`config.mk`:
```
export PLATFORM = sky130hd
export DESIGN_NAME = stopwatch_core_flat
export DESIGN_NICKNAME = d
export VERILOG_FILES = /design/src/rtl/stopwatch_pkg.sv /design/src/rtl/stopwatch_core_if.sv /design/src/rtl/bcd_digit_cnt.sv /design/src/rtl/stopwatch_core.sv /design/src/flat_wrapper.sv
export SDC_FILE = /design/constraint.sdc
export NUM_CORES = 1
export LEC_CHECK = 0
export BUFFER_PORTS_ARGS = -buffer_cell sky130_fd_sc_hd__buf_2
export CORE_UTILIZATION = 40
export DETAILED_ROUTE_END_ITERATION = 12
export SETUP_SLACK_MARGIN = 0.1
export SYNTH_ARGS = -nofsm -noshare
export SYNTH_HDL_FRONTEND = slang
export SYNTH_HIERARCHICAL = 1
export SYNTH_SLANG_ARGS = --single-unit
```
`constraint.sdc`:
```
create_clock -name clk -period 9.4 [get_ports clk]
set_clock_uncertainty 0.2 [all_clocks]
set_input_delay 0.47 -clock clk [delete_from_list [all_inputs] [get_ports clk]]
set_output_delay 0.47 -clock clk [all_outputs]
set_load 0.02 [all_outputs]
```
`src/rtl/stopwatch_pkg.sv`:
```
// Shared types and helpers for the BCD stopwatch / timer.
// Time is held as six packed BCD digits {mm, ss, cc}.
package stopwatch_pkg;

  typedef enum logic [1:0] {
    IDLE,
    RUN,
    PAUSE,
    DONE
  } sw_state_e;

  typedef logic [3:0] bcd_t;

  typedef struct packed {
    bcd_t [1:0] mm;
    bcd_t [1:0] ss;
    bcd_t [1:0] cc;
  } bcd_time_t;

  localparam int BCD_MAX     = 9;
  localparam int SEC_TEN_MAX = 5;

  function automatic int calc_div(
    input int clk_hz,
    input int tick_hz
  );
    return clk_hz / tick_hz;
  endfunction

endpackage

```
`src/rtl/stopwatch_core_if.sv`:
```
// Control and display bundle of the stopwatch core.
// The core sits on the slave side.
interface stopwatch_core_if;

  logic        start_stop;
  logic        clear;
  logic        lap;
  logic        mode_down;
  logic [23:0] preset;
  logic [23:0] digits;
  logic        running;
  logic        lap_active;
  logic        done;

  modport master (
    output start_stop,
    output clear,
    output lap,
    output mode_down,
    output preset,
    input  digits,
    input  running,
    input  lap_active,
    input  done
  );

  modport slave (
    input  start_stop,
    input  clear,
    input  lap,
    input  mode_down,
    input  preset,
    output digits,
    output running,
    output lap_active,
    output done
  );

endinterface

```
`src/rtl/bcd_digit_cnt.sv`:
```
// Single BCD decade counter, up or down, with
// synchronous load and a wrap carry/borrow.
module bcd_digit_cnt
  import stopwatch_pkg::*;
#(
  parameter int LIMIT = BCD_MAX
) (
  input  logic clk,
  input  logic rst,
  input  logic en,
  input  logic dn,
  input  logic load,
  input  bcd_t load_val,
  output bcd_t q,
  output logic cy
);

  localparam bcd_t LIM = bcd_t'(LIMIT);

  bcd_t q_q;
  bcd_t q_d;

  always_comb begin
    q_d = q_q;
    if (load) begin
      q_d = load_val;
    end else if (en) begin
      if (dn) begin
        q_d = (q_q == '0) ? LIM : q_q - 1'b1;
      end else begin
        q_d = (q_q == LIM) ? '0 : q_q + 1'b1;
      end
    end
  end

  always_ff @(posedge clk or negedge rst) begin
    if (!rst) begin
      q_q <= '0;
    end else begin
      q_q <= q_d;
    end
  end

  assign q  = q_q;
  assign cy = en & (dn ? (q_q == '0) : (q_q == LIM));

endmodule

```
`src/rtl/stopwatch_core.sv`:
```
// BCD stopwatch / count-down timer with run control,
// lap freeze and wrap-or-saturate at the minute limit.
module stopwatch_core
  import stopwatch_pkg::*;
#(
  parameter int CLK_HZ  = 50_000_000,
  parameter int TICK_HZ = 100,
  parameter int MAX_MIN = 99,
  parameter int WRAP    = 0
) (
  input  logic clk,
  input  logic rst,
  stopwatch_core_if.slave sw
);

  localparam int DIV = calc_div(CLK_HZ, TICK_HZ);
  localparam int PW  = $clog2(DIV);
  localparam logic [PW-1:0] P_LAST = PW'(DIV - 1);
  localparam bit WRAP_EN = (WRAP != 0);

  localparam bcd_time_t T_MAX = {
    4'(MAX_MIN / 10), 4'(MAX_MIN % 10),
    4'(SEC_TEN_MAX),  4'(BCD_MAX),
    4'(BCD_MAX),      4'(BCD_MAX)
  };

  sw_state_e state_q, state_d;
  logic [PW-1:0] presc_q, presc_d;
  logic dn_q, dn_d;
  logic lap_act_q, lap_act_d;
  bcd_time_t lap_q, lap_d;
  logic done_q, done_d;

  bcd_t [5:0] dig;
  bcd_t [5:0] ld_dig;
  logic [5:0] en;
  logic [5:0] cy;
  bcd_time_t cnt;
  bcd_time_t cnt_ld_val;

  logic tick;
  logic term_up;
  logic term_dn;
  logic idle_ld;
  logic cnt_load;
  logic cnt_en;
  logic zero_preset;
  logic unused;

  assign cnt  = bcd_time_t'(dig);
  assign tick = (state_q == RUN) && (presc_q == P_LAST)
              && !sw.clear && !sw.start_stop;

  assign term_up = tick && !dn_q && (cnt == T_MAX);
  assign term_dn = tick && dn_q && (cnt == 24'h000001);

  // Saturation holds the count; wrap reloads zero instead.
  assign cnt_en   = tick && !(term_up && !WRAP_EN);
  assign idle_ld  = sw.clear || (state_q == IDLE);
  assign cnt_load = idle_ld || (term_up && WRAP_EN);

  assign zero_preset = sw.mode_down && (sw.preset == '0);
  assign cnt_ld_val  = (idle_ld && sw.mode_down)
                     ? bcd_time_t'(sw.preset) : '0;
  assign ld_dig = cnt_ld_val;
  assign en     = {cy[4:0], cnt_en};
  assign unused = cy[5];

  for (genvar i = 0; i < 6; i++) begin : g_dig
    bcd_digit_cnt #(
      .LIMIT((i == 3) ? SEC_TEN_MAX : BCD_MAX)
    ) u_dig (
      .clk     (clk),
      .rst     (rst),
      .en      (en[i]),
      .dn      (dn_q),
      .load    (cnt_load),
      .load_val(ld_dig[i]),
      .q       (dig[i]),
      .cy      (cy[i])
    );
  end

  always_comb begin
    state_d = state_q;
    if (sw.clear) begin
      state_d = IDLE;
    end else begin
      unique case (state_q)
        IDLE: begin
          if (sw.start_stop && !zero_preset) state_d = RUN;
        end
        RUN: begin
          if (sw.start_stop) begin
            state_d = PAUSE;
          end else if (term_dn || (term_up && !WRAP_EN)) begin
            state_d = DONE;
          end
        end
        PAUSE: begin
          if (sw.start_stop) state_d = RUN;
        end
        DONE: state_d = DONE;
        default: state_d = IDLE;
      endcase
    end
    done_d = (state_d == DONE) && (state_q != DONE);
  end

  // The pause edge itself does not advance, keeping the fraction.
  always_comb begin
    presc_d = presc_q;
    if (sw.clear || (state_q == IDLE)) begin
      presc_d = '0;
    end else if ((state_q == RUN) && !sw.start_stop) begin
      presc_d = (presc_q == P_LAST) ? '0 : presc_q + 1'b1;
    end
  end

  always_comb begin
    dn_d      = (state_q == IDLE) ? sw.mode_down : dn_q;
    lap_act_d = lap_act_q;
    lap_d     = lap_q;
    if (sw.clear) begin
      lap_act_d = 1'b0;
    end else if (sw.lap && !sw.start_stop
                 && ((state_q == RUN) || (state_q == PAUSE))) begin
      lap_act_d = !lap_act_q;
      if (!lap_act_q) lap_d = cnt;
    end
  end

  always_ff @(posedge clk or negedge rst) begin
    if (!rst) begin
      state_q   <= IDLE;
      presc_q   <= '0;
      dn_q      <= 1'b0;
      lap_act_q <= 1'b0;
      lap_q     <= '0;
      done_q    <= 1'b0;
    end else begin
      state_q   <= state_d;
      presc_q   <= presc_d;
      dn_q      <= dn_d;
      lap_act_q <= lap_act_d;
      lap_q     <= lap_d;
      done_q    <= done_d;
    end
  end

  assign sw.digits     = lap_act_q ? lap_q : cnt;
  assign sw.running    = (state_q == RUN);
  assign sw.lap_active = lap_act_q;
  assign sw.done       = done_q;

endmodule

```
`src/flat_wrapper.sv`:
```
// flat-port wrapper written by rule: the top's interface ports become plain ports
module stopwatch_core_flat import stopwatch_pkg::*;
#(
  parameter int CLK_HZ  = 50_000_000,
  parameter int TICK_HZ = 100,
  parameter int MAX_MIN = 99,
  parameter int WRAP    = 0
)
  (clk, rst, sw_start_stop, sw_clear, sw_lap, sw_mode_down, sw_preset, sw_digits, sw_running, sw_lap_active, sw_done);
  stopwatch_core_if sw_i ();
  input  logic clk;
  input  logic rst;
  input wire logic [$bits(sw_i.start_stop)-1:0] sw_start_stop;
  input wire logic [$bits(sw_i.clear)-1:0] sw_clear;
  input wire logic [$bits(sw_i.lap)-1:0] sw_lap;
  input wire logic [$bits(sw_i.mode_down)-1:0] sw_mode_down;
  input wire logic [$bits(sw_i.preset)-1:0] sw_preset;
  output wire logic [$bits(sw_i.digits)-1:0] sw_digits;
  output wire logic [$bits(sw_i.running)-1:0] sw_running;
  output wire logic [$bits(sw_i.lap_active)-1:0] sw_lap_active;
  output wire logic [$bits(sw_i.done)-1:0] sw_done;
  assign sw_i.start_stop = sw_start_stop;
  assign sw_i.clear = sw_clear;
  assign sw_i.lap = sw_lap;
  assign sw_i.mode_down = sw_mode_down;
  assign sw_i.preset = sw_preset;
  assign sw_digits = sw_i.digits;
  assign sw_running = sw_i.running;
  assign sw_lap_active = sw_i.lap_active;
  assign sw_done = sw_i.done;
  stopwatch_core #(.CLK_HZ(CLK_HZ), .TICK_HZ(TICK_HZ), .MAX_MIN(MAX_MIN), .WRAP(WRAP)) u_core (.clk(clk), .rst(rst), .sw(sw_i));
endmodule
```
# After elaboration in Yosys (flattened, before gate mapping)
# Index checks and enable logic that the tools add are counted.
classes:
  eq_ne: 14
  addsub: 13
  n_mux: 48
  reduce_logical: 41
  bitwise: 6
ops:
  columns: ["operator", "n"]
  rows:
  - ["2-to-1 mux 4 bit", 30]
  - ["2-to-1 mux 19 bit", 3]
  - ["2-to-1 mux 24 bit", 2]
  - ["adder 4 x 1 -> 4 bit (second input constant)", 6]
  - ["== test 24 x 1 -> 1 bit (second input constant)", 1]
  - ["== test 24 bit (second input constant)", 1]
  - ["logical NOT 24 bit", 1]
  - ["logical NOT 4 bit", 6]
  - ["subtractor 4 x 1 -> 4 bit (second input constant)", 6]
  - ["== test 4 bit (second input constant)", 5]
  - ["adder 19 x 1 -> 19 bit (second input constant)", 1]
  - ["== test 19 bit (second input constant)", 1]
  - ["nonzero test 2 bit", 8]
  - ["logical AND 1 bit", 15]
  - ["2-to-1 mux 2 bit", 5]
  - ["case mux 2 bit (4 select lines)", 1]
  - ["2-to-1 mux 1 bit", 7]
  - ["== test 2 bit (second input constant)", 3]
  - ["logical NOT 1 bit", 6]
  - ["AND 1 bit", 5]
  - ["== test 4 x 3 -> 1 bit (second input constant)", 1]
  - ["logical OR 1 bit", 3]
  - ["== test 2 x 1 -> 1 bit (second input constant)", 1]
  - ["logical NOT 2 bit", 1]
  - ["other kinds (3)", 3]
word_totals:
  wordCells: 139
  ff_bits: 72
  out_inout_bits: 27
  input_bits: 30

# Logic depth before layout (Yosys ltp)
# Gate-level depths: netlist of run 1.
logic_depth:
  depth_word: 15
  ltp_mapped: 16
  depth_no_buf: 16

# By module
# Netlist of run 1, hierarchy kept.
modules_own_cells:
  columns: ["module", "seq_area_each_um2", "n_inst", "area_per_inst_um2", "cells_each"]
  rows:
  - ["stopwatch_core", 1201.2, 1, 2926.6, 282]
  - ["bcd_digit_cnt (u_core.g_dig[0].u_dig ...)", 100.1, 5, 385.4, 45]
  - ["bcd_digit_cnt (u_core.g_dig[3].u_dig)", 100.1, 1, 327.8, 40]

# Worst setup path after synthesis of run 1
# Ideal clock, no wire load.
synth_path:
  kind: "register to register"
  start: "register u_core.state_q[1]"
  end: "register u_core.g_dig[5].u_dig.q_q[1]"
  n_path_buf: 0
  arrival_ps: 7017
  path_stages_with_launch: 17
  setup_ps: 82
  period_less_slack_ps: 7299
  t_required_ps: 9118
  path_slack_ps: 2101
  cell_sequence: "dfrtp_1 > inv_1 > ha_1 > nor3b_1 > o2111a_1 > inv_1 > a2111oi_0 > inv_1 > a2111oi_0 > inv_1 > a2111oi_0 > nor4b_1 > inv_1 > a2111oi_0 > and4bb_2 > a22oi_1 > a31oi_1"
synth_between:
  elab_chain_len: 14
  elab_cells_between_ends: 19
  cone_classes: "eq/ne: 1; mux: 2; bitwise: 5; reduce/logical: 11"
synth_rtl:
  columns: ["item", "line", "text"]
  rows:
  - ["start: declaration", "stopwatch_core.sv:27", "sw_state_e state_q, state_d;"]
  - ["start signal: assignment", "stopwatch_core.sv:142", "state_q <= state_d;"]
  - ["== test 2 x 1 -> 1 bit *", null, null]
  - ["named net sw_running", "flat_wrapper.sv:19", "output wire logic [$bits(sw_i.running)-1:0] sw_running;"]
  - ["logical AND 1 bit *", "stopwatch_core.sv:51", "assign tick = (state_q == RUN) && (presc_q == P_LAST)"]
  - ["logical AND 1 bit * (2 in series)", "stopwatch_core.sv:52", "&& !sw.clear && !sw.start_stop;"]
  - ["logical AND 1 bit (2 in series)", "stopwatch_core.sv:54", "assign term_up = tick && !dn_q && (cnt == T_MAX);"]
  - ["logical NOT 1 bit", "stopwatch_core.sv:58", "assign cnt_en = tick && !(term_up && !WRAP_EN);"]
  - ["logical AND 1 bit *", "stopwatch_core.sv:58", null]
  - ["named net u_core.cnt_en", "stopwatch_core.sv:46", "logic cnt_en;"]
  - ["[... 1 more ...]", null, null]
  - ["named net u_core.cy[0]", "stopwatch_core.sv:37", "logic [5:0] cy;"]
  - ["[... 1 more ...]", null, null]
  - ["named net u_core.cy[1]", "stopwatch_core.sv:37", null]
  - ["AND 1 bit *", "bcd_digit_cnt.sv:45", "assign cy = en & (dn ? (q_q == '0) : (q_q == LIM));"]
  - ["named net u_core.cy[2]", "stopwatch_core.sv:37", null]
  - ["AND 1 bit *", "bcd_digit_cnt.sv:45", null]
  - ["named net u_core.cy[3]", "stopwatch_core.sv:37", null]
  - ["AND 1 bit *", "bcd_digit_cnt.sv:45", null]
  - ["named net u_core.cy[4]", "stopwatch_core.sv:37", null]
  - ["nonzero test 2 bit (no line) *", null, null]
  - ["end signal: assignment", "bcd_digit_cnt.sv:40", "q_q <= q_d;"]
  - ["end: declaration", "bcd_digit_cnt.sv:20", "bcd_t q_q;"]
# The timed path passes the listed nets; every way through them passes the cells marked *.
# A chain may end at the register's enable or synchronous reset.

# Worst setup path in the final report of run 1
layout_path:
  start: "register u_core.presc_q[0]"
  end: "register u_core.g_dig[5].u_dig.q_q[1]"
layout_between:
  elab_chain_len: 14
layout_rtl:
  columns: ["item", "line", "text"]
  rows:
  - ["start: declaration", "stopwatch_core.sv:28", "logic [PW-1:0] presc_q, presc_d;"]
  - ["start signal: assignment", "stopwatch_core.sv:143", "presc_q <= presc_d;"]
  - ["== test 19 bit *", "stopwatch_core.sv:51", null]
  - ["logical AND 1 bit *", "stopwatch_core.sv:51", null]
  - ["logical AND 1 bit * (2 in series)", "stopwatch_core.sv:52", null]
  - ["logical AND 1 bit (2 in series)", "stopwatch_core.sv:54", null]
  - ["logical NOT 1 bit", "stopwatch_core.sv:58", null]
  - ["logical AND 1 bit *", "stopwatch_core.sv:58", null]
  - ["named net u_core.cnt_en", "stopwatch_core.sv:46", null]
  - ["AND 1 bit *", "bcd_digit_cnt.sv:45", null]
  - ["named net u_core.cy[0]", "stopwatch_core.sv:37", null]
  - ["[... 1 more ...]", null, null]
  - ["named net u_core.cy[1]", "stopwatch_core.sv:37", null]
  - ["AND 1 bit *", "bcd_digit_cnt.sv:45", null]
  - ["named net u_core.cy[2]", "stopwatch_core.sv:37", null]
  - ["AND 1 bit *", "bcd_digit_cnt.sv:45", null]
  - ["named net u_core.cy[3]", "stopwatch_core.sv:37", null]
  - ["AND 1 bit *", "bcd_digit_cnt.sv:45", null]
  - ["named net u_core.cy[4]", "stopwatch_core.sv:37", null]
  - ["nonzero test 2 bit (no line) *", null, null]
# Marked as above.

==> summary.md, run 1 <==
| Metric | Value |
|---|---|
| Status | `completed` |
| Total GRT Usage | `19.9%` |
| Die ar. | `0.0134 sq mm` |
| Drt via density | `5.62` |
| Num ports | `57` |
| Critical Path, Cell by Cell | `ha_1 > and4_1 > and3_1 > o2111a_1 > inv_1 > a2111oi_0 > buf_4 > inv_1 > a2111oi_0 > buf_4 > inv_1 > a2111oi_0 > buf_4 > nor4b_1 > inv_1 > a2111oi_0 > buf_4 > and4bb_2 > a22oi_1 > a31oi_1` |
| Final count of pins violating max slew | `0` |
| Family with the most delay on the worst path | `compound AO/OA/AOI/OAI gates` |
| Final Hold Slack | `0.173 ns` |
| Clock Sinks | `72` |
| Final ANT Viol Nets | `0` |
| Origin of the critical flop-to-flop path | `u_core/presc_q[0]` |
| Buf/Inv on CP | `8` |
| Min Tclk post-route | `5.81 ns` |
| GRT met2 Usage | `32.9%` |
| Met3 Use GR | `4.29%` |
| WL final | `12500 um` |
| PwrDens | `179 mW/mm^2` |
| Fin util | `46.6%` |
| Startpoint types | `flip-flop` |
| # hold bufs at CTS | `0` |
| DR vias | `4351` |
| Sequential power share | `41.4%` |
| Most common cell after layout, fill and taps aside | `dfrtp_1` |
| P_int | `0.000720 W` |
| GR Overflow Total | `0` |
| Highest Clock Rate | `172 MHz` |
| Initial Util | `40.9%` |
| Worst-Margin Slew | `1.16 ns` |
| Post-synthesis cell area | `0.00516 sq mm` |
| Worst VDD drop | `0.0789 mV` |
| P&R area growth vs syn | `14.1%` |
| Number of global-route vias before repair | `4076` |
| Rows | `41` |
| Ant diodes | `0` |
| Static leakage | `2.45 nW` |
| Crit-path slowest cell | `nor4b_1` |
| Critical path origin | `u_core/presc_q[0]` |
| Ratio of final minimum period to clock period | `61.8%` |
| Switching share of power | `31.5%` |
| Die X | `116 um` |
| Port bufs | `56` |
| Synthesized area per cell | `9.48 sq um` |
| Crit-path max cell delay | `0.93 ns` |
| Detailed router's first-iteration violation count | `263` |
| Final Hold Viols | `0` |
| Routability Congestion | `0.829` |
| Most frequent cells in the layout | `dfrtp_1, buf_2, mux2_2` |
| Crit-path max FO | `8` |
| Clk pwr share | `33.0%` |
| Slew headroom | `21.7%` |
| Critical path required time | `9.46 ns` |
| Placeable Area | `0.0126 sq mm` |
| Tot Pwr | `0.00105 W` |
| Fin nets | `632` |
| Setup bufs post-CTS | `0` |
| Initial antenna violation count | `0` |
| Mapped Nets | `579` |
| CTS resizes | `0` |
| Die Ht | `116 um` |
| CP Capture Type | `flip-flop` |
| GRT busiest layer | `met2` |
| Kind of critical path | `flip-flop to flip-flop` |
| GRT met1 Usage | `24.9%` |
| DRT Pass-1 Iters | `5` |
| H-tree depth | `3` |
| First-pass GRT wire length | `20400 um` |
| Largest net degree at the start of global routing | `79` |
| Max cap viols | `0` |
| Count of final setup violators | `0` |
| Wirelength per Cell | `16.2 um` |
| YS warnings | `6` |
| RSZ-0062 raised after global routing | `false` |
| DRC Markers | `0` |
| Clk root buf | `clkbuf_16` |
| Net Sw Power | `0.000331 W` |
| CP arrival | `5.88 ns` |
| Cells after synthesis | `544` |
| Layout cell share with drive strength beyond 1 | `29.9%` |
| CTS clk-pin slew, worst paths | `0.06 ns` |
| Setup TNS | `0 ns` |
| Total CTS buffers | `9` |
| Clock buffer depth | `2` |
| Post-DP HPWL | `8540 um` |
| Clk_lat worst skew | `0.34 ns` |
| Part of the power in combinational logic | `25.6%` |
| CTS tree | `built` |
| Hold Crit Class | `input pin to asynchronous set/reset pin` |
## power groups by stage
stage	Combinational (W)	Sequential (W)	Clock (W)
2_1_floorplan	0.000223	0.000415	0
3_3_place_gp	0.000265	0.000435	0
3_5_place_dp	0.000270	0.000441	0
4_1_cts	0.000271	0.000435	0.000359
5_1_grt	0.000296	0.000446	0.000370
6_report	0.000270	0.000435	0.000347
## state kept, by name, indices dropped and copies added, names as in the netlist
name,count
u_core/lap_q,24
u_core/sw.done,1
u_core/g_dig.u_dig/q,24
u_core/state_q,2
u_core/sw.lap_active,1
u_core/presc_q,19
u_core/dn_q,1
## worst register-to-register path, cell delays in order, from the launching register on
cell	delay [ns]
dfrtp_1	0.39
ha_1	0.25
and4_1	0.29
and3_1	0.29
o2111a_1	0.36
inv_1	0.11
a2111oi_0	0.30
buf_4	0.22
inv_1	0.06
a2111oi_0	0.30
buf_4	0.22
inv_1	0.07
a2111oi_0	0.32
buf_4	0.22
nor4b_1	0.93
inv_1	0.17
a2111oi_0	0.34
buf_4	0.22
and4bb_2	0.22
a22oi_1	0.08
a31oi_1	0.17
## worst paths after layout
check	to	depth (start not counted)	slack [ns]
hold reg to reg	u_core/presc_q[17]	1	0.28
setup / recovery	u_core/g_dig[5].u_dig/q[1]	20	3.59
min in group clk	u_core/sw.lap_active	2	0.20
max in group asynchronous	u_core/presc_q[15]	2	8.22
hold / removal	u_core/g_dig[1].u_dig/q[1]	2	0.17
setup reg to reg	u_core/g_dig[5].u_dig/q[1]	20	3.59
## metrics by stage
step                setup slack [ns]  std cells  cell area (sq um)
finish                          3.59        774               5880
detailed placement              3.70        758               5580
global placement                3.91        758               5580
CTS                             3.64        774               5880
floorplan                       2.10        544               5160
global route                    2.95        774               5880
## per-layer routing
layer	wire [um]	part of all wire [%]	up-vias
met2	6030	48	108
met5	0	0	-
met3	561	4.5	22
met4	282	2.3	0
li1	-	-	2132
met1	5650	45	2089
## layout make-up
type | count | area (sq um)
clock inverter | 3 | 40.0
clock buffer | 13 | 260
tap | 172 | 215
inverter | 27 | 101
fill | 1225 | 6740
multi-input combinational | 423 | 3130
timing repair buffer | 64 | 340
sequential | 72 | 1800
(Power assumes the default switching activity.)
==> run 2, diff against run 1 <==
==> constraint.sdc (replaced) <==
create_clock -name clk -period 4.83 [get_ports clk]
set_clock_uncertainty 0.2 [all_clocks]
set_input_delay 0.2415 -clock clk [delete_from_list [all_inputs] [get_ports clk]]
set_output_delay 0.2415 -clock clk [all_outputs]
set_load 0.02 [all_outputs]
==> summary.md, run 2 (synthesis gave the netlist of run 1 again) <==
| Metric | Value |
|---|---|
| P&R area growth vs syn | `17.7%` |
| CTS clk-pin slew, worst paths | `0.06 ns (about the same)` |
| Crit-path slowest cell | `dfrtp_1` |
| First-pass GRT wire length | `21400 um (+4.5%)` |
| FF-to-FF path depth | `17 (-15%)` |
| DRC Markers | `0 (unchanged)` |
| Die Ht | `116 um (unchanged)` |
| CP Capture Type | `flip-flop` |
| Origin of the critical flop-to-flop path | `u_core/presc_q[0]` |
| Routability Congestion | `0.852 (+2.8%)` |
| Startpoint types | `flip-flop` |
| Final Hold Viols | `0 (unchanged)` |
| Clk root buf | `clkbuf_16` |
| Initial Util | `40.9% (unchanged)` |
| Status | `completed` |
| Ant diodes | `0 (unchanged)` |
| Crit-path max FO | `8 (unchanged)` |
| Rows | `41 (unchanged)` |
| Most common cell after layout, fill and taps aside | `dfrtp_1` |
| Highest Clock Rate | `228 MHz (+32%)` |
| Critical Path, Cell by Cell | `ha_1 > and4_1 > and3_1 > o2111a_2 > inv_1 > a2111oi_2 > inv_1 > a2111oi_4 > inv_1 > a2111oi_4 > nor4b_4 > inv_1 > a2111oi_4 > buf_4 > and4bb_2 > a22oi_1 > a31oi_1` |
| Final ANT Viol Nets | `0 (unchanged)` |
| Wirelength per Cell | `16.6 um (+2.7%)` |
| Largest net degree at the start of global routing | `79 (unchanged)` |
| FILL cells | `1207 (-1.5%)` |
| Most frequent cells in the layout | `dfrtp_1, buf_2, mux2_2` |
| Critical path required time | `4.90 ns (-4.56 ns)` |
| GR Overflow Total | `0 (unchanged)` |
| Worst VDD drop | `0.127 mV (+61%)` |
| Ratio of final minimum period to clock period | `90.8% (+29 points)` |
| Die ar. | `0.0134 sq mm (unchanged)` |
| HP Start | `sw_preset[20]` |
| PwrDens | `349 mW/mm^2 (+95%)` |
| Crit-path max cell delay | `0.40 ns (-0.53 ns)` |
| Min Tclk post-route | `4.39 ns (-1.43 ns)` |
| Setup TNS | `0 ns (unchanged)` |
| Static leakage | `2.51 nW (+2.4%)` |
| Num ports | `57 (unchanged)` |
| Worst hold stages | `4` |
| Kind of critical path | `flip-flop to flip-flop` |
| Family with the most delay on the worst path | `compound AO/OA/AOI/OAI gates` |
| Clock buffer depth | `2 (unchanged)` |
| Critical path origin | `u_core/presc_q[0]` |
| Worst path depth | `17 (-15%)` |
| Detailed router's first-iteration violation count | `241 (-8.4%)` |
| Fin nets | `642 (+1.6%)` |
| Layout cell share with drive strength beyond 1 | `32.0% (+2.1 points)` |
| Area of the multi-input gates | `0.00321 sq mm (+2.7%)` |
| Number of global-route vias before repair | `4246 (+4.2%)` |
| Critical path's most frequent cell | `inv_1` |
| Clock Sinks | `72 (unchanged)` |
| Total GRT Usage | `20.6% (+0.68 points)` |
| Post-Layout Inst Area | `0.00607 sq mm (+3.2%)` |
| Slew headroom | `21.7% (-0.077 points)` |
| Count of final setup violators | `0 (unchanged)` |
| DR vias | `4486 (+3.1%)` |
| Clk_lat worst skew | `0.34 ns (about the same)` |
| WL final | `13000 um (+4.1%)` |
| Total CTS buffers | `9 (unchanged)` |
| CTS tree | `built` |
| Hold Crit Class | `input pin to flip-flop` |
| RSZ-0062 raised after global routing | `false` |
| Post-DP Area | `0.00569 sq mm (+1.9%)` |
| Max cap viols | `0 (unchanged)` |
| Placeable Area | `0.0126 sq mm (unchanged)` |
| Worst-Margin Slew | `1.18 ns (+0.0175 ns)` |
| H-tree depth | `3 (unchanged)` |
| Post-DP HPWL | `8950 um (+4.9%)` |
| Die X | `116 um (unchanged)` |
| DRT Pass-1 Iters | `4 (-1)` |
| Initial antenna violation count | `0 (unchanged)` |
| Final count of pins violating max slew | `0 (unchanged)` |
| Port bufs | `56 (unchanged)` |
| Buf/Inv on CP | `5 (-3)` |
| Sequential cell area | `0.00180 sq mm (unchanged)` |
| CP arrival | `4.45 ns (-1.43 ns)` |
| Drt via density | `5.72 (+1.8%)` |
-- run 2: power breakdown --
| group | switching (W) | internal [W] | total, W |
|---|---|---|---|
| combinational | 0.000293 | 0.000268 | 0.000561 |
| clock | 0.000254 | 0.000465 | 0.000719 |
| sequential | 0.000120 | 0.000717 | 0.000837 |
| total | 0.000668 | 0.00145 | 0.00212 |
-- run 2: area by class of cell --
| class | instances | area share, % |
|---|---|---|
| multi-input combinational | 423 | 52.9 |
| sequential | 72 | 29.7 |
| timing repair buffer | 74 | 6.92 |
| clock buffer | 11 | 4.00 |
| tap | 172 | 3.54 |
| inverter | 27 | 1.67 |
| clock inverter | 5 | 1.32 |
-- run 2: worst paths after layout --
kind,endpoint,slack [ns]
worst min register to register,u_core/presc_q[17],0.28
worst min-delay path,u_core/g_dig[5].u_dig/q[0],0.06
min in group asynchronous,u_core/lap_q[10],0.30
worst max register to register,u_core/g_dig[5].u_dig/q[1],0.44
max in group asynchronous,u_core/state_q[1],3.11
worst max-delay path,u_core/g_dig[5].u_dig/q[1],0.44
-- run 2: stage by stage --
stage	cells	setup slack [ns]	utilization [%]	total power [W]	hold slack [ns]
finish	784	0.444	48.1	0.00212	0.0565
global route	784	0.0535	48.1	0.00224	0.0602
CTS	780	0.270	47.8	0.00215	0.0469
detailed placement	762	0.292	45.1	0.00141	0.148
global placement	762	0.453	45.1	0.00139	0.151
floorplan	544	0.225	-	0.00125	-0.254
-- run 2: layer usage --
metal  track usage [%]  routed length (um)
met2              34.4                6480
met4              6.58                 180
met3              4.86                 605
met1              26.2                5770
met5                 0                   0
-- run 2: timing repair --
item | in CTS | in global routing
resized for setup | 0 | 2
hold endpoints to repair | 32 | 0
endpoints found under the setup margin | 0 | 4
hold buffers | 2 | 0
buffers inserted | 0 | 4
-- run 2: tightest hold or removal path: cells and delay by family --
family | cells | cell delay, ns
AO/OA/AOI/OAI | 1 | 0.06
buffers and inverters | 1 | 0.08
AND/OR/NAND/NOR | 2 | 0.18
==> run 3, diff against run 2 <==
--- a/config.mk
+++ b/config.mk
@@ -8,6 +8,8 @@
 export BUFFER_PORTS_ARGS = -buffer_cell sky130_fd_sc_hd__buf_2
 export CORE_UTILIZATION = 40
 export DETAILED_ROUTE_END_ITERATION = 12
+export PLACE_DENSITY_LB_ADDON = 0.15
+export REMOVE_ABC_BUFFERS = 1
 export SETUP_SLACK_MARGIN = 0.1
 export SYNTH_ARGS = -nofsm -noshare
 export SYNTH_HDL_FRONTEND = slang
==> constraint.sdc (replaced) <==
create_clock -name clk -period 5.09 [get_ports clk]
set_clock_uncertainty 0.2 [all_clocks]
set_input_delay 0.2545 -clock clk [delete_from_list [all_inputs] [get_ports clk]]
set_output_delay 0.2545 -clock clk [all_outputs]
set_load 0.02 [all_outputs]
==> summary.md, run 3 (synthesis gave the netlist of run 1 again) <==
| Metric | Value |
|---|---|
| Crit-path slowest cell | `dfrtp_1` |
| Worst VDD drop | `0.178 mV (+41%)` |
| Wirelength per Cell | `16.6 um (about the same)` |
| HP Start | `sw_preset[4]` |
| Clock Sinks | `72 (unchanged)` |
| Post-DP Area | `0.00566 sq mm (-0.51%)` |
| Critical path's most frequent cell | `inv_1` |
| Number of global-route vias before repair | `4240 (-0.14%)` |
| Post-DP HPWL | `8940 um (-0.18%)` |
| Max cap viols | `0 (unchanged)` |
| Final ANT Viol Nets | `0 (unchanged)` |
| Family with the most delay on the worst path | `compound AO/OA/AOI/OAI gates` |
| P&R area growth vs syn | `16.1%` |
| CP arrival | `4.57 ns (+0.12 ns)` |
| Setup bufs post-CTS | `0 (unchanged)` |
| Clock buffer depth | `2 (unchanged)` |
| Static leakage | `2.51 nW (-0.13%)` |
| Most common cell after layout, fill and taps aside | `dfrtp_1` |
| Rows | `41 (unchanged)` |
| WL final | `13000 um (about the same)` |
| Drt via density | `5.58 (-2.5%)` |
| Uppermost layer routed | `met4` |
| CTS clk-pin slew, worst paths | `0.06 ns (about the same)` |
| RSZ-0062 raised after global routing | `false` |
| Clk root buf | `clkbuf_16` |
| DR vias | `4379 (-2.4%)` |
| Min Tclk post-route | `4.52 ns (+0.133 ns)` |
| Ant diodes | `0 (unchanged)` |
| Initial antenna violation count | `0 (unchanged)` |
| PwrDens | `319 mW/mm^2 (-8.4%)` |
| Crit-path max FO | `8 (unchanged)` |
| First-pass GRT wire length | `21200 um (-0.78%)` |
| Detailed router's first-iteration violation count | `352 (+46%)` |
| Startpoint types | `flip-flop` |
| Met2 WL | `6580 um (+1.5%)` |
| Most frequent cells in the layout | `dfrtp_1, buf_2, mux2_2` |
| Origin of the critical flop-to-flop path | `u_core/presc_q[0]` |
| Die ar. | `0.0134 sq mm (unchanged)` |
| Final count of pins violating max slew | `0 (unchanged)` |
| Routability Congestion | `0.860 (+0.84%)` |
| Worst-Margin Slew | `0.970 ns (-0.205 ns)` |
| DRT Pass-1 Iters | `5 (+1)` |
| Layout cell share with drive strength beyond 1 | `31.8% (-0.22 points)` |
| Die Ht | `116 um (unchanged)` |
| Hold Crit Class | `input pin to flip-flop` |
| FILL cells | `1262 (+4.6%)` |
| Total CTS buffers | `9 (unchanged)` |
| Ratio of final minimum period to clock period | `88.8% (-2.0 points)` |
| Port bufs | `56 (unchanged)` |
| Finished Layout Cells | `785 (+0.13%)` |
| Critical path required time | `5.14 ns (+0.24 ns)` |
| Largest net degree at the start of global routing | `78 (-1.3%)` |
| Status | `completed` |
| Kind of critical path | `flip-flop to flip-flop` |
| Clk_lat worst skew | `0.33 ns (about the same)` |
| Num ports | `57 (unchanged)` |
| Fin nets | `644 (+0.31%)` |
| Critical path origin | `u_core/presc_q[0]` |
| Initial Util | `40.9% (unchanged)` |
| CP Capture Type | `flip-flop` |
| DRC Markers | `0 (unchanged)` |
| Dpl cells | `768 (+0.79%)` |
| DR WL met3 | `317 um (-48%)` |
| Die X | `116 um (unchanged)` |
| WL met1 | `6000 um (+4.0%)` |
| Highest Clock Rate | `221 MHz (-2.9%)` |
| Buf/Inv on CP | `6 (+1)` |
| Count of final setup violators | `0 (unchanged)` |
| H-tree depth | `3 (unchanged)` |
| Slew headroom | `35.4% (+14 points)` |
| Placeable Area | `0.0126 sq mm (unchanged)` |
| Total GRT Usage | `20.4% (-0.20 points)` |
| Critical Path, Cell by Cell | `ha_1 > and4_1 > and3_1 > o2111a_2 > inv_1 > a2111oi_1 > buf_4 > inv_1 > a2111oi_2 > inv_1 > a2111oi_2 > nor4b_4 > inv_1 > a2111oi_1 > buf_4 > and4bb_2 > a22oi_1 > a31oi_1` |
| Post-Layout Inst Area | `0.00599 sq mm (-1.4%)` |
| Final Hold Viols | `0 (unchanged)` |
| GR Overflow Total | `0 (unchanged)` |
| CTS tree | `built` |
| Crit-path max cell delay | `0.40 ns (about the same)` |
## run 3: changes by cell type in the layout (fill, tap and decap cells not counted), sizes merged
cell and change:
clkinv +3, buf +2, clkinvlp -2, bufinv -2
## run 3: final timing paths
| kind | to | slack [ns] | depth (start not counted) |
|---|---|---|---|
| max | u_core/g_dig[5].u_dig/q[1] | 0.57 | 18 |
| min | u_core/g_dig[1].u_dig/q[0] | 0.09 | 4 |
| max reg2reg | u_core/g_dig[5].u_dig/q[1] | 0.57 | 18 |
| min reg2reg | u_core/presc_q[17] | 0.28 | 1 |
| max in group asynchronous | u_core/presc_q[1] | 3.65 | 2 |
| min in group asynchronous | u_core/lap_q[9] | 0.39 | 2 |
## run 3: worst register-to-register path: stages (launching register included)
cell	delay [ns]
dfrtp_1	0.40
ha_1	0.24
and4_1	0.28
and3_1	0.28
o2111a_2	0.31
inv_1	0.09
a2111oi_1	0.29
buf_4	0.22
inv_1	0.07
a2111oi_2	0.25
inv_1	0.14
a2111oi_2	0.32
nor4b_4	0.30
inv_1	0.11
a2111oi_1	0.28
buf_4	0.21
and4bb_2	0.22
a22oi_1	0.08
a31oi_1	0.16
## run 3: report_power, final
part | leakage [nW] | switching, W | internal (W)
sequential | 0.951 | 0.000103 | 0.000680
clock | 0.141 | 0.000240 | 0.000350
combinational | 1.42 | 0.000281 | 0.000257
total | 2.51 | 0.000624 | 0.00129
## run 3: cell type report
cell class	instances	area, sq um	share of cell area [%]
Multi-Input combinational cell	423	3160	52.7
Sequential cell	72	1800	30.1
Timing Repair Buffer	76	438	7.32
Clock buffer	11	253	4.22
Tap cell	172	215	3.60
Inverter	27	101	1.69
Clock inverter	4	20.0	0.334
## run 3: repair_timing
action | in CTS | in global routing
endpoints found under the setup margin | 3 | 6
pin swaps | 0 | 0
endpoints found under the hold margin | 74 | 0
hold buffers | 2 | 0
gates resized for setup | 2 | 6
## run 3: layer usage
layer	track usage, %	vias up
met2	34.9	62
li1	-	2158
met1	26.2	2150
met5	0	-
met4	6.67	0
met3	3.09	9
## run 3: metrics by stage
| stage | total power [W] | hold WS (ns) | util, % | setup slack, ns | setup TNS [ns] |
|---|---|---|---|---|---|
| final | 0.00191 | 0.0903 | 47.4 | 0.570 | 0 |
| after floorplan | 0.00115 | -0.241 | - | -2.32 | -15.30 |
| after global routing | 0.00202 | 0.116 | 47.4 | 0.131 | 0 |
| after global placement | 0.00131 | 0.260 | 44.9 | 0.133 | 0 |
| after detailed placement | 0.00133 | 0.263 | 44.9 | -0.0309 | -0.0309 |
| after CTS | 0.00193 | 0.0847 | 47.3 | 0.193 | 0 |
